--- src/rtl/param_clk_divider.sv ---
// Programmable clock divider: clk_out runs at sys_clk/N with a ceil(N/2) high phase.
// Latency: first enabled edge drives clk_out=1 and tick_out=1; no warm-up cycle.
// Ratio updates are double-buffered and take effect only at period boundaries.
module param_clk_divider #(
  parameter int WIDTH       = 8,
  parameter int DEFAULT_DIV = 6
) (
  input  logic             sys_clk,
  input  logic             sys_rst_n,
  input  logic             enable,
  input  logic             div_load,
  input  logic [WIDTH-1:0] div_ratio,
  output logic             clk_out,
  output logic             tick_out,
  output logic [WIDTH-1:0] ratio_active,
  output logic             pend_valid,
  output logic             ratio_err
);

  typedef enum logic {
    IDLE = 1'b0,
    RUN  = 1'b1
  } state_t;

  localparam logic [WIDTH-1:0] ONE       = WIDTH'(1);
  localparam logic [WIDTH-1:0] TWO       = WIDTH'(2);
  localparam logic [WIDTH-1:0] RESET_DIV = WIDTH'(DEFAULT_DIV);

  state_t           state_q, state_d;
  logic [WIDTH-1:0] cnt_q, cnt_d;
  logic             clk_out_q, clk_out_d;
  logic             tick_q, tick_d;
  logic [WIDTH-1:0] ratio_active_q, ratio_active_d;
  logic [WIDTH-1:0] pend_q, pend_d;
  logic             pend_valid_q, pend_valid_d;
  logic             ratio_err_q, ratio_err_d;

  // High-phase length ceil(N/2), formed without a carry out of WIDTH bits so
  // that N = 2^WIDTH-1 still works.
  logic [WIDTH-1:0] half_len;
  logic [WIDTH-1:0] cnt_inc;
  logic [WIDTH-1:0] cnt_last;
  logic             boundary;

  // Next-state logic: run/idle sequencing, period counter and ratio buffering.
  always_comb begin
    state_d        = state_q;
    cnt_d          = cnt_q;
    clk_out_d      = clk_out_q;
    tick_d         = 1'b0;
    ratio_active_d = ratio_active_q;
    pend_d         = pend_q;
    pend_valid_d   = pend_valid_q;
    ratio_err_d    = 1'b0;
    boundary       = 1'b0;

    half_len = (ratio_active_q >> 1) + {{(WIDTH-1){1'b0}}, ratio_active_q[0]};
    cnt_inc  = cnt_q + ONE;
    cnt_last = ratio_active_q - ONE;

    case (state_q)
      IDLE: begin
        cnt_d     = '0;
        clk_out_d = 1'b0;
        if (enable) begin
          state_d   = RUN;
          clk_out_d = 1'b1;
          tick_d    = 1'b1;
          boundary  = 1'b1;
        end
      end
      RUN: begin
        if (!enable) begin
          // Truncate the current phase immediately.
          state_d   = IDLE;
          cnt_d     = '0;
          clk_out_d = 1'b0;
        end else if (cnt_q == cnt_last) begin
          cnt_d     = '0;
          clk_out_d = 1'b1;
          tick_d    = 1'b1;
          boundary  = 1'b1;
        end else begin
          cnt_d     = cnt_inc;
          clk_out_d = (cnt_inc < half_len);
        end
      end
      default: begin
        state_d   = IDLE;
        cnt_d     = '0;
        clk_out_d = 1'b0;
      end
    endcase

    // The boundary consumes the value pending before this edge; the new period
    // therefore starts with a consistent N for both compare and wrap.
    if (boundary && pend_valid_q) begin
      ratio_active_d = pend_q;
      pend_valid_d   = 1'b0;
    end

    // A load on a boundary edge is evaluated after the apply above so that it
    // stays pending for the following boundary.
    if (div_load) begin
      if (div_ratio >= TWO) begin
        pend_d       = div_ratio;
        pend_valid_d = 1'b1;
      end else begin
        ratio_err_d  = 1'b1;
      end
    end
  end

  // State registers with synchronous active-low reset.
  always_ff @(posedge sys_clk) begin
    if (!sys_rst_n) begin
      state_q        <= IDLE;
      cnt_q          <= '0;
      clk_out_q      <= 1'b0;
      tick_q         <= 1'b0;
      ratio_active_q <= RESET_DIV;
      pend_q         <= '0;
      pend_valid_q   <= 1'b0;
      ratio_err_q    <= 1'b0;
    end else begin
      state_q        <= state_d;
      cnt_q          <= cnt_d;
      clk_out_q      <= clk_out_d;
      tick_q         <= tick_d;
      ratio_active_q <= ratio_active_d;
      pend_q         <= pend_d;
      pend_valid_q   <= pend_valid_d;
      ratio_err_q    <= ratio_err_d;
    end
  end

  assign clk_out      = clk_out_q;
  assign tick_out     = tick_q;
  assign ratio_active = ratio_active_q;
  assign pend_valid   = pend_valid_q;
  assign ratio_err    = ratio_err_q;

endmodule

--- config.mk ---
export PLATFORM = sky130hd
export DESIGN_NAME = param_clk_divider
export DESIGN_NICKNAME = d
export VERILOG_FILES = /design/src/rtl/param_clk_divider.sv
export SDC_FILE = /design/constraint.sdc
export NUM_CORES = 1
export LEC_CHECK = 0
export BUFFER_PORTS_ARGS = -buffer_cell sky130_fd_sc_hd__buf_2
export CAP_MARGIN = 20
export CORE_ASPECT_RATIO = 1.75
export CORE_MARGIN = 2
export CORE_UTILIZATION = 56
export CTS_CLUSTER_DIAMETER = 80
export DETAILED_ROUTE_END_ITERATION = 8
export PLACE_DENSITY_LB_ADDON = 0.25
export SLEW_MARGIN = 10
export SYNTH_ARGS = -nofsm -noshare
export SYNTH_HDL_FRONTEND = slang
export SYNTH_SLANG_ARGS = --single-unit
--- constraint.sdc ---
create_clock -name sys_clk -period 2.6 [get_ports sys_clk]
set_input_delay 0.26 -clock sys_clk [delete_from_list [all_inputs] [get_ports sys_clk]]
set_output_delay 0.26 -clock sys_clk [all_outputs]
set_load 0.005 [all_outputs]
# --- Yosys cells after proc, flatten, opt, wreduce, memory -nomap -nowiden ---
# Cells that the tools add are included.
word_totals:
  elab_cells: 32
  register_bits: 29
op_classes:
  n_mux: 14
  n_bitwise: 1
  add_sub_neg: 3
  n_eq_ne: 1
  magnitude_cmp: 2
  n_reduce_logical: 3
op_table:
  columns: ["op", "n"]
  rows:
  - ["$mux W8", 2]
  - ["$pmux W8 S2", 1]
  - ["$mux W1", 9]
  - ["$add A7 B1 Y8", 1]
  - ["$add A8 B1 Y8 const B", 1]
  - ["$eq A8 B8 Y1", 1]
  - ["$ge A8 B2 Y1 const B", 1]
  - ["$lt A8 B8 Y1", 1]
  - ["$sub A8 B1 Y8 const B", 1]
  - ["$pmux W1 S2", 2]
  - ["$reduce_and A2 Y1", 2]
  - ["$logic_and A1 B1 Y1", 1]
  - ["$not A1 Y1", 1]

# --- Longest topological paths before layout ---
depth:
  ltp_word: 9
  depth_mapped: 10
  depth_no_buf: 10

# --- Least setup slack after synthesis ---
# OpenSTA, ideal clock, no wires.
synth_path:
  kind: "register to register"
  start: "register ratio_active_q[0] (netlist: ratio_active[0])"
  end: "register ratio_active_q[0] (netlist: ratio_active[0])"
  arrival_time_ns: 2.177
  setup_time_ns: 0.072
  slack_ns: 0.351
  path_stages_with_launch: 11
  synth_period_minus_slack_ns: 2.249
  cell_sequence: "dfxtp_1 clkbuf_2 inv_1 ha_1 buf_2 o21bai_1 a211o_2 a21oi_1 o211ai_2 a21oi_4 mux2i_1"
synth_between:
  elab_chain_len: 6
synth_lines:
  columns: ["element", "line_no", "source"]
  rows:
  - ["start: declaration", "33", "logic [WIDTH-1:0] ratio_active_q, ratio_active_d;"]
  - ["start signal: assignment", "130", "ratio_active_q <= ratio_active_d;"]
  - ["$sub A8 B1 Y8", "59", "cnt_last = ratio_active_q - ONE;"]
  - ["$eq A8 B8 Y1", "78", "end else if (cnt_q == cnt_last) begin"]
  - ["$mux W1", "78", null]
  - ["$mux W1", "73", "if (!enable) begin"]
  - ["$pmux W1 S2", "61", "case (state_q)"]
  - ["$logic_and A1 B1 Y1", "97", "if (boundary && pend_valid_q) begin"]
# Every way passes these cells.
# A chain may end at the register's enable or synchronous reset.

# --- Final worst setup path ---
layout_path:
  start: "register ratio_active_q[1] (netlist: ratio_active[1])"
  end: "register ratio_active_q[7] (netlist: ratio_active[7])"
# The elaborated chain is that of the path after synthesis.

==> impl_metrics.json <==
{
  "cts_max_path_buffers": 2,
  "vias": 1441,
  "place_hpwl_um": 2760,
  "yosysSeqAreaShare": 0.340,
  "post_drt_via_cell_ratio": 5.83,
  "coreArea_mm2": 0.00293,
  "overflow": 0,
  "cts_max_level": 2,
  "postCtsSetupRepairBufs": 0,
  "r2r_end": "ratio_active[7]",
  "holdWs_ps": 190,
  "syn_nets": 221,
  "endpoint": "ratio_active[7]",
  "cts_tree": "yes",
  "io_buffer_count": 23,
  "drtIter0Drc": 35,
  "syn_avg_cell_area_um2": 8.63,
  "synthFlopType": "dfxtp_1",
  "place_congestion": 0.880,
  "drc": 0,
  "synth_edf_count": 0,
  "powerDensity_mw_per_mm2": 486,
  "status": "complete, no violations",
  "fin_skew_ps": 2.63,
  "clk_pin_slew_ps": 60,
  "synth_seq_cells": 29,
  "dp_cells": 239,
  "clock_sinks": 29,
  "grt_pass1_wl_um": 6050,
  "layout.cells.non_filler": 247,
  "grt_start_max_net_pins": 28,
  "initial_core_util": 0.584,
  "final_layout_size_suffix_gt1_frac": 0.201,
  "crit_slowest_cell": "dfxtp_1",
  "drtAntennaViolNets": 0,
  "area_growth_pct": 12.1,
  "final.period_utilization": 0.961,
  "io_pins": 24,
  "num_rows": 26,
  "rr_worst_depth": 10,
  "critPathKind": "reg -> reg",
  "layout.nets": 242,
  "maxCapViolations": 0,
  "cts-root-buf": "clkbuf_8",
  "grt_pass1_vias": 1421,
  "wl_um": 3620,
  "r2r_slack_ps": 100,
  "finalSetupViolCount": 0,
  "hold_buffers": 0,
  "tightest_slew_ps": 470,
  "startpoint_type": "flip-flop",
  "finalSetupTns_ps": 0,
  "n_antenna_cell": 0,
  "finalCriticalPeriod_ps": 2500,
  "cp_slowest_stage_delay_ps": 410,
  "hold_viol": 0,
  "arrival_ps": 2700,
  "regToRegStartpoint": "ratio_active[1]",
  "grt_usage": 0.232,
  "yosys.cell_types.count": 40,
  "ys_warn_count": 0,
  "startpoint": "ratio_active[1]",
  "first_pass_iters": 4,
  "die-area_mm2": 0.00353,
  "path_max_fanout": 8,
  "cts_buffers": 5,
  "synthArstFlopShare": 0,
  "slew_viol_final": 0,
  "fp.dieH_um": 77.1,
  "crit_required_ps": 2800,
  "end_kind": "flip-flop",
  "routedWlPerCell_um": 14.7,
  "fmax_ghz": 0.400,
  "clock_latency_ps": 280,
  "cts_resized": 0,
  "path_cells": "buf_4 > inv_1 > ha_1 > o21bai_1 > a211o_2 > a21oi_1 > o211ai_2 > a21oi_4 > buf_12 > mux2i_1",
  "antenna_found_initial": 0,
  "p_leak_nw": 0.854,
  "syn_inst": 198,
  "peakVddDrop_mv": 0.414,
  "hold_path_class": "in -> reg",
  "syn_area_mm2": 0.00171,
  "relSlewSlack": 0.686,
  "die_w_um": 45.8
}
Yosys cell counts, drive strengths merged (3+ instances only):
master   n  area (um^2)
a21boi   7         52.6
a21o     3         25.0
a21oi    5         36.3
and3     4         26.3
buf      7         43.8
clkbuf   5         21.3
dfxtp   29          581
ha      11          138
inv      5         18.8
mux2i    8         80.1
nand2   36          135
nand3    8         40.0
nor2     7         26.3
nor2b   14         87.6
nor3     4         20.0
o21ai    5         25.0
xnor2    8         70.1
xor2    12          105
flip-flops by register name, indices dropped and copies added, names as in the netlist:
name,flops
pend_q,8
clk_out,1
state_q,1
ratio_active,8
pend_valid,1
cnt_q,8
ratio_err,1
tick_out,1
through the flow:
| step | cell area (um^2) | worst slack [ps] | total power, W | utilization |
|---|---|---|---|---|
| 2_1_floorplan | 1710 | 351 | 0.000542 | - |
| 3_3_place_gp | 1810 | 153 | 0.000568 | 0.618 |
| 3_5_place_dp | 1810 | 30.5 | 0.000572 | 0.618 |
| 4_1_cts | 1900 | 6.33 | 0.000938 | 0.647 |
| 5_1_grt | 1920 | -13.7 | 0.000975 | 0.654 |
| 6_report | 1920 | 101 | 0.000931 | 0.654 |
worst max-delay path: cells and delay by family, from the launching register on:
family / cells / cell delay, ps
AO/OA/AOI/OAI: 5 / 1180
flip-flops: 1 / 410
multiplexers: 1 / 190
adder cells (fa/ha/maj): 1 / 280
buffers and inverters: 3 / 350
cell families (layout without fill, tap and decap cells):
group	after synthesis	after routing	synth area share
buffers and inverters	17	38	0.0490
flip-flops	29	29	0.340
multiplexers	8	8	0.0469
XOR/XNOR	20	20	0.102
adder cells (fa/ha/maj)	11	11	0.0805
AND/OR/NAND/NOR	82	82	0.245
AO/OA/AOI/OAI	31	31	0.136
layout by cell type (no fill, tap or decap), types with 2 or more instances in the layout:
cell and n:
nand3_1 8, nor3_1 4, nor2b_1 14, nand2_1 36, xor2_1 12, nand4_1 2, nor2_1 7, buf_4 2
a22oi_1 2, a21oi_1 4, xnor2_1 8, inv_1 5, buf_2 23, or2_2 2, and3_1 3, mux2i_1 8
o21ai_0 4, clkbuf_8 6, a31oi_1 2, a21boi_0 7, dfxtp_1 29, ha_1 11, a21o_2 2, o21bai_1 2
power breakdown:
part,internal (W),total [W],switching (W)
Clock,0.000209,0.000365,0.000156
Sequential,0.000459,0.000472,0.0000133
Combinational,0.0000453,0.0000940,0.0000487
Total,0.000713,0.000931,0.000218
worst min path at each step:
stage                     slack [ps]         endpoint      start  cells past startpoint
after floorplan                  360       pend_valid     enable                      1
after global placement           450  ratio_active[5]  pend_q[5]                      2
after detailed placement         460        pend_q[2]  pend_q[2]                      2
after CTS                        180       pend_valid     enable                      2
after global routing             180       pend_valid     enable                      2
final                            190       pend_valid     enable                      2
layout make-up:
class / count / area [um^2]
well taps: 28 / 35.0
clock buffers: 7 / 86.3
repair buffers: 26 / 150
flip-flops and latches: 29 / 581
multi-input cells: 152 / 1040
inverters: 5 / 18.8
fillers: 248 / 1010
metal layers:
layer,routed length [um],vias up,share of wire,global-route usage
met1,1330,684,0.37,0.231
met3,120,16,0.033,0.0659
met4,190,0,0.052,0.146
met5,0,-,0,0
met2,1980,31,0.55,0.393
li1,-,710,-,-
No activity file was read; power rests on OpenSTA's default activity.
